<file path="config.mk">
export PLATFORM = sky130hd
export DESIGN_NAME = upset_event_logger
export DESIGN_NICKNAME = d
export VERILOG_FILES = /design/src/rtl/upset_event_logger.sv
export SDC_FILE = /design/constraint.sdc
export NUM_CORES = 1
export LEC_CHECK = 0
export CAP_MARGIN = 20
export CORE_UTILIZATION = 60
export DETAILED_ROUTE_END_ITERATION = 8
export PLACE_DENSITY = 0.8
export REMOVE_ABC_BUFFERS = 1
export SYNTH_ARGS = -nofsm -noshare
export SYNTH_HDL_FRONTEND = slang
export SYNTH_SLANG_ARGS = --single-unit
</file>
<file path="constraint.sdc">
create_clock -name clk -period 8.95 [get_ports clk]
set_input_delay 0.895 -clock clk [delete_from_list [all_inputs] [get_ports clk]]
set_output_delay 0.895 -clock clk [all_outputs]
set_load 0.02 [all_outputs]
</file>
<file path="src/rtl/upset_event_logger.sv">
// Upset event logger: registers sensor-tree error lines, counts rising edges per channel
// and queues timestamped {channel, ts} records for valid/ready readout.
module upset_event_logger #(
  parameter int CHANNELS   = 4,
  parameter int COUNT_W    = 16,
  parameter int TS_W       = 32,
  parameter int FIFO_DEPTH = 8,
  localparam int CH_W      = (CHANNELS > 1) ? $clog2(CHANNELS) : 1
) (
  input  logic                        clk,
  input  logic                        rst,
  input  logic [CHANNELS-1:0]         sensor_error,
  input  logic                        clear,
  output logic                        evt_valid,
  input  logic                        evt_ready,
  output logic [CH_W-1:0]             evt_channel,
  output logic [TS_W-1:0]             evt_timestamp,
  output logic [CHANNELS*COUNT_W-1:0] count,
  output logic                        overflow,
  output logic                        any_error
);

  localparam int PTR_W = $clog2(FIFO_DEPTH);

  logic [CHANNELS-1:0] s1_reg;
  logic [CHANNELS-1:0] s2_reg;
  logic [CHANNELS-1:0] rise;
  logic [TS_W-1:0]     ts_reg;

  logic [CHANNELS-1:0] pend_reg;
  logic [CHANNELS-1:0] pend_next;
  logic [TS_W-1:0]     pend_ts_reg [CHANNELS];
  logic [CHANNELS-1:0] grant;
  logic [CHANNELS-1:0] take;
  logic [CHANNELS-1:0] coalesce;
  logic [CH_W-1:0]     grant_idx;
  logic                grant_found;
  logic                overflow_reg;

  logic [CH_W-1:0]     fifo_ch_mem [FIFO_DEPTH];
  logic [TS_W-1:0]     fifo_ts_mem [FIFO_DEPTH];
  logic [PTR_W:0]      wr_ptr_reg;
  logic [PTR_W:0]      rd_ptr_reg;
  logic                fifo_empty;
  logic                fifo_full;
  logic                push;
  logic                pop;

  always_ff @(posedge clk) begin
    if (rst) begin
      s1_reg <= '0;
      s2_reg <= '0;
      ts_reg <= '0;
    end else begin
      s1_reg <= sensor_error;
      s2_reg <= s1_reg;
      ts_reg <= ts_reg + TS_W'(1);
    end
  end

  assign rise      = s1_reg & ~s2_reg;
  assign any_error = |s1_reg;

  // Per-channel saturating counters; clear wins over a same-cycle rise.
  generate
    for (genvar gi = 0; gi < CHANNELS; gi++) begin : g_cnt
      logic [COUNT_W-1:0] cnt_reg;
      always_ff @(posedge clk) begin
        if (rst || clear) begin
          cnt_reg <= '0;
        end else if (rise[gi] && (cnt_reg != '1)) begin
          cnt_reg <= cnt_reg + COUNT_W'(1);
        end
      end
      assign count[gi*COUNT_W +: COUNT_W] = cnt_reg;
    end
  endgenerate

  // Fixed-priority arbiter: lowest-index pending channel goes to the queue.
  always_comb begin
    grant       = '0;
    grant_idx   = '0;
    grant_found = 1'b0;
    for (int i = 0; i < CHANNELS; i++) begin
      if (pend_reg[i] && !grant_found) begin
        grant_found = 1'b1;
        grant[i]    = 1'b1;
        grant_idx   = CH_W'(i);
      end
    end
  end

  assign pop       = ~fifo_empty & evt_ready;
  assign push      = grant_found & (~fifo_full | pop);
  assign take      = push ? grant : '0;
  // A rise on a channel being pushed this cycle starts a fresh pending record.
  assign pend_next = (pend_reg & ~take) | rise;
  assign coalesce  = rise & pend_reg & ~take;

  always_ff @(posedge clk) begin
    if (rst) begin
      pend_reg <= '0;
    end else begin
      pend_reg <= pend_next;
    end
  end

  always_ff @(posedge clk) begin
    for (int i = 0; i < CHANNELS; i++) begin
      if (rise[i] && (!pend_reg[i] || take[i])) begin
        pend_ts_reg[i] <= ts_reg;
      end
    end
  end

  always_ff @(posedge clk) begin
    if (rst || clear) begin
      overflow_reg <= 1'b0;
    end else if (|coalesce) begin
      overflow_reg <= 1'b1;
    end
  end

  assign overflow = overflow_reg;

  // Record storage carries no reset; the read side is masked while empty.
  always_ff @(posedge clk) begin
    if (push) begin
      fifo_ch_mem[wr_ptr_reg[PTR_W-1:0]] <= grant_idx;
      fifo_ts_mem[wr_ptr_reg[PTR_W-1:0]] <= pend_ts_reg[grant_idx];
    end
  end

  always_ff @(posedge clk) begin
    if (rst) begin
      wr_ptr_reg <= '0;
      rd_ptr_reg <= '0;
    end else begin
      if (push) begin
        wr_ptr_reg <= wr_ptr_reg + (PTR_W+1)'(1);
      end
      if (pop) begin
        rd_ptr_reg <= rd_ptr_reg + (PTR_W+1)'(1);
      end
    end
  end

  assign fifo_empty = (wr_ptr_reg == rd_ptr_reg);
  assign fifo_full  = (wr_ptr_reg[PTR_W] != rd_ptr_reg[PTR_W]) &&
                      (wr_ptr_reg[PTR_W-1:0] == rd_ptr_reg[PTR_W-1:0]);

  assign evt_valid     = ~fifo_empty;
  assign evt_channel   = fifo_empty ? '0 : fifo_ch_mem[rd_ptr_reg[PTR_W-1:0]];
  assign evt_timestamp = fifo_empty ? '0 : fifo_ts_mem[rd_ptr_reg[PTR_W-1:0]];

endmodule

</file>
==> reports/metrics.cfg, run 1 <==
[status]
outcome=complete, no violations

[setup_path]
cp.required_ps=8060
critPathMaxFanout=45
cp.arrival_ps=3220
r2r_slack_ps=5810
path_class=reg -> out
critPathLaunchType=register
cp-end-kind=primary output

[power_and_ir_drop]
ir_worst_vdd_uv=158
power_density_nw_per_um2=238
total_leakage_power_nw=7.55

[synth]
ys_ff_latch=520
yosysTopAreaCell=edfxtp_1
synth_area_leaders=edfxtp_1 (59%), dfxtp_1 (12%), mux4_2 (11%)
synth_top_area_frac=0.587
synthArstFlopShare=0
ys_seq_area_frac=0.704
synth_ff_type=edfxtp_1
synth_area_per_cell_sq_um=16.3
syn_area_sq_um=20500
synth_edf_count=400
syn_inst=1256
ys_types=60
synth_warnings=0

[placement]
dp.cells=1781
pre_cts_slack_ps=5110
io_buffers=108
dp_hpwl_um=22600
gp_congestion=0.817

[clocking]
clock_latency_ps=560
cts_buffers=48
clock-root-buffer=clkbuf_16
clk_pin_slew_ps=60
clockBufferDepth=3
cts_setup_buffers=0
cts_num_sinks=520
htree_levels=2
post_cts_resize_count=0
cts_tree=yes
cts_hold_buf=0

[die]
fp.dieW_um=187
ioPinCount=109
coreArea_sq_um=33500
die_area_sq_um=34900
num_rows=67
initial_core_util=0.610
die_h_um=187

[sta]
rsz0062_at_grt=false
slew_violations=0
finalWorstSetupSlack_ps=4830
timing.final.crit_period_ps=4120
clock_skew_ps=21.8
finalHoldViolCount=0
setup_tns_ps=0
tightest_slew_ps=1040
setup_viol=0
relSlewSlack=0.303
max_freq_mhz=243
finalCritPeriodShare=0.460
whs_ps=496

[grt]
gr-total-overflow=0
first_global_vias=11500
grt_max_degree=69
grt_use_total=0.244
antenna_found_initial=0
grt_pass1_wl_um=65300

[route]
firstDrtPassIters=5
wirelength_um=42100
drtIter0Drc=901
detail_route.wl_per_cell_um=22.5
vias=11400
antenna_left=0
drc=0
vias_per_cell=6.08

[final_layout]
final_cell_mix=edfxtp_1 (400), nor2_1 (128), dfxtp_1 (117), clkdlybuf4s50_1 (107), mux4_2 (100)
n_antenna_cell=0
regArea_sq_um=14400
fin_nets=1399
synthToLayoutAreaGrowth_pct=16.4
layout_commonest_cell=edfxtp_1
multi_input_area_sq_um=5840
instances_no_fill=1871
largest_reg_flops=256
drive_gt1_frac=0.167
fillerInstances=2068

[hold_path]
min_path_type=reg -> reg

[flow_run]
cap_violations=0

## per-stage QoR
step / instance area [sq um] / utilization / power [mW]
floorplan: 20200 / - / 3.31
detailed placement: 22100 / 0.660 / 3.59
finish: 23800 / 0.710 / 5.68
global placement: 22100 / 0.660 / 3.57
global route: 23800 / 0.710 / 5.86
CTS: 23800 / 0.710 / 5.70
## cell type report
type / count / area share
Clock inverter: 31 / 0.0142
Multi-Input combinational cell: 665 / 0.245
Clock buffer: 58 / 0.0555
Tap cell: 448 / 0.0235
Sequential cell: 520 / 0.605
Inverter: 16 / 0.00252
Timing Repair Buffer: 133 / 0.0539
## critical path, cell delays in order, from the launching register on
cell and delay [ps]:
dfxtp_4 560, buf_4 300, buf_16 310, mux4_2 560, mux2i_1 200, nor2_1 90, clkdlybuf4s50_1 570
## worst paths after layout
| kind | start | to | depth (start not counted) |
|---|---|---|---|
| worst min register to register | s1_reg[3]$_SDFF_PP0_ | s2_reg[3]$_SDFF_PP0_ | 1 |
| worst max-delay path | register | evt_timestamp[0] | 6 |
| worst max register to register | wr_ptr_reg[1]$_SDFFE_PP0P_ | fifo_ts_mem[6][11]$_DFFE_PP_ | 6 |
| worst min-delay path | s1_reg[3]$_SDFF_PP0_ | s2_reg[3]$_SDFF_PP0_ | 1 |
## power by group
part           switching, mW  internal, mW
logic                  0.435         0.378
registers             0.0470          2.69
clock network          0.890          1.24
total                   1.37          4.31
## cells by family after synthesis
| logic type | after synthesis | synth area share |
|---|---|---|
| muxes | 138 | 0.129 |
| buffers and inverters | 71 | 0.0152 |
| adders and majority gates | 7 | 0.00428 |
| xor gates and xnor gates | 81 | 0.0347 |
| DFF | 520 | 0.704 |
| and+or+nand+nor | 357 | 0.0865 |
| AOI/OAI and AO/OA | 82 | 0.0266 |
## Yosys cell counts (2+ instances only)
master       n
mux2i_1     38
o211a_1      2
nor3b_1      2
buf_2       17
clkbuf_1    29
and4_1       6
nor4b_1      3
nor2b_1     14
buf_6        2
nor2_1     129
nand4_1     27
nand2b_1     5
nor3_1      25
inv_1       16
nor4_1       9
nand3_1     48
ha_1         7
a21oi_1     27
or2_2        6
o31ai_1      2
edfxtp_1   400
xnor2_1     45
dfxtp_1    120
a21boi_0     2
o211ai_1     2
nand2_1     42
or4_1        3
buf_4        2
a211oi_1     7
a2111oi_2    2
o21ai_0     17
a31oi_1      5
or3_1        8
mux4_2     100
xor2_1      36
buf_1        5
and2_1      11
and3_1      11
o2111ai_1    3
## metal layers
metal,wire [um],track usage,vias up
met4,1020,0.0687,0
met5,0,0,-
li1,-,-,5100
met3,2720,0.0357,83
met2,21500,0.424,464
met1,16800,0.323,5720
Note: power is estimated with default switching activity, not from simulation.
==> run 2, diff against run 1 <==
Settings changed: CORE_UTILIZATION 60 to 54, PLACE_DENSITY 0.8 to 0.76.
Clock period 8.95 ns to 3.56 ns, I/O delays scaled along.
==> reports/metrics.cfg, run 2 (synthesized netlist as in run 1, its figures left out) <==
[status]
outcome=complete, no violations

[clocking]
cts_buffers=51
clockBufferDepth=3
post_cts_resize_count=0
cts_hold_buf=0
clk_pin_slew_ps=60
cts_num_sinks=520
htree_levels=2
cts_setup_buffers=0
clock-root-buffer=clkbuf_16
clock_latency_ps=560
cts_tree=yes

[power_and_ir_drop]
power_density_nw_per_um2=603
p_sw_frac=0.237
clockPowerShare=0.384
pwr-share-comb=0.144
p_seq_frac=0.472
ir_worst_vdd_uv=365
total_leakage_power_nw=7.70
p_int_mw=11.1
p_sw_mw=3.44

[final_layout]
drive_gt1_frac=0.177
largest_reg_flops=256
layout_commonest_cell=edfxtp_1
final_util=0.653
final_cell_mix=edfxtp_1 (400), nor2_1 (128), dfxtp_1 (117), clkdlybuf4s50_1 (107), mux4_2 (100)
instances_no_fill=1945
fin_nets=1414
synthToLayoutAreaGrowth_pct=18.0

[die]
fp.dieW_um=197
die_h_um=197
die_area_sq_um=38700
num_rows=70
coreArea_sq_um=37000
initial_core_util=0.554
ioPinCount=109

[setup_path]
critPathLaunchType=register
cp_cell_sequence=xor2_1, nor4b_2, buf_12, nor2_1, clkdlybuf4s50_1
path_class=reg -> out
cpMaxStageDelayCell=nor4b_2
r2r_slack_ps=770
cp.required_ps=3200
r2r-end=fifo_ts_mem[3][22]$_DFFE_PP_
cp-end-kind=primary output
reg2reg_depth=6
critPathMaxFanout=35
cp.arrival_ps=2970
cpPeakStageDelay_ps=650
reg2reg_from=wr_ptr_reg[1]$_SDFFE_PP0P_

[sta]
tightest_slew_ps=689
max_freq_mhz=301
timing.final.crit_period_ps=3320
finalCritPeriodShare=0.933
setup_viol=0
slew_violations=0
relSlewSlack=0.539
finalHoldViolCount=0
clock_skew_ps=15.2
rsz0062_at_grt=false
setup_tns_ps=0

[route]
drtIter0Drc=739
antenna_left=0
firstDrtPassIters=5
vias_per_cell=5.79
vias=11300
detail_route.wl_per_cell_um=21.2
wirelength_um=41200
drc=0

[placement]
gp_congestion=0.835
dp.cells=1850
dp_hpwl_um=24200
io_buffers=108

[grt]
first_global_vias=11400
antenna_found_initial=1
grt_max_degree=56
grt_use_total=0.218
gr-total-overflow=0
grt_pass1_wl_um=64300

[hold_path]
worstHoldPathCells=2
min-delay-start=sensor_error[1]
min_path_type=in -> reg
hold_end=s1_reg[1]$_SDFF_PP0_

[flow_run]
cap_violations=0

[run 2: metrics by stage]
stage	hold WS, ps	area [sq um]	setup WS, ps	power [mW]
final	376	24200	237	14.6
after global routing	382	24100	93.0	15.0
after CTS	366	24100	252	14.7
after detailed placement	486	22400	843	9.12
after global placement	481	22400	906	9.07
after floorplan	423	20200	-1530	8.33
[run 2: final cells by class]
type                       count  area [sq um]
sequential                   520         14400
fill                        2553         12800
multi-input combinational    665          5840
clock buffer                  65          1430
timing repair buffer         145          1430
tap                          504           631
clock inverter                29           342
inverter                      16          60.1
antenna                        1          2.50
[run 2: worst max path at each step]
stage / from / end / slack, ps / cells past startpoint
2_1_floorplan: wr_ptr_reg[1]$_SDFFE_PP0P_ / fifo_ch_mem[4][0]$_DFFE_PP_ / -1530 / 5
3_3_place_gp: evt_ready / fifo_ts_mem[5][25]$_DFFE_PP_ / 910 / 6
3_5_place_dp: evt_ready / fifo_ts_mem[3][14]$_DFFE_PP_ / 840 / 6
4_1_cts: wr_ptr_reg[1]$_SDFFE_PP0P_ / evt_timestamp[30] / 250 / 5
5_1_grt: wr_ptr_reg[1]$_SDFFE_PP0P_ / evt_timestamp[18] / 90 / 5
6_report: wr_ptr_reg[1]$_SDFFE_PP0P_ / evt_timestamp[10] / 240 / 5
[run 2: power groups by stage]
stage / Combinational [mW] / Sequential [mW] / Clock (mW)
2_1_floorplan: 1.23 / 7.10 / 0
3_3_place_gp: 2.09 / 6.98 / 0
3_5_place_dp: 2.13 / 6.99 / 0
4_1_cts: 2.14 / 6.87 / 5.66
5_1_grt: 2.26 / 6.88 / 5.89
6_report: 2.10 / 6.86 / 5.59
[run 2: routing by layer]
| layer | vias to the layer above | part of all wire | wire, um | track usage |
|---|---|---|---|---|
| met5 | - | 0 | 0 | 0 |
| met4 | 0 | 0.021 | 845 | 0.0551 |
| met3 | 62 | 0.068 | 2800 | 0.0459 |
| met2 | 363 | 0.49 | 20200 | 0.369 |
| met1 | 5715 | 0.42 | 17300 | 0.289 |
| li1 | 5131 | - | - | - |
[run 2: critical path: cells and delay by family, from the launching register on]
kind,cells,cell delay [ps]
buf+inv,2,850
flops,1,600
simple gates,2,740
xor+xnor,1,190
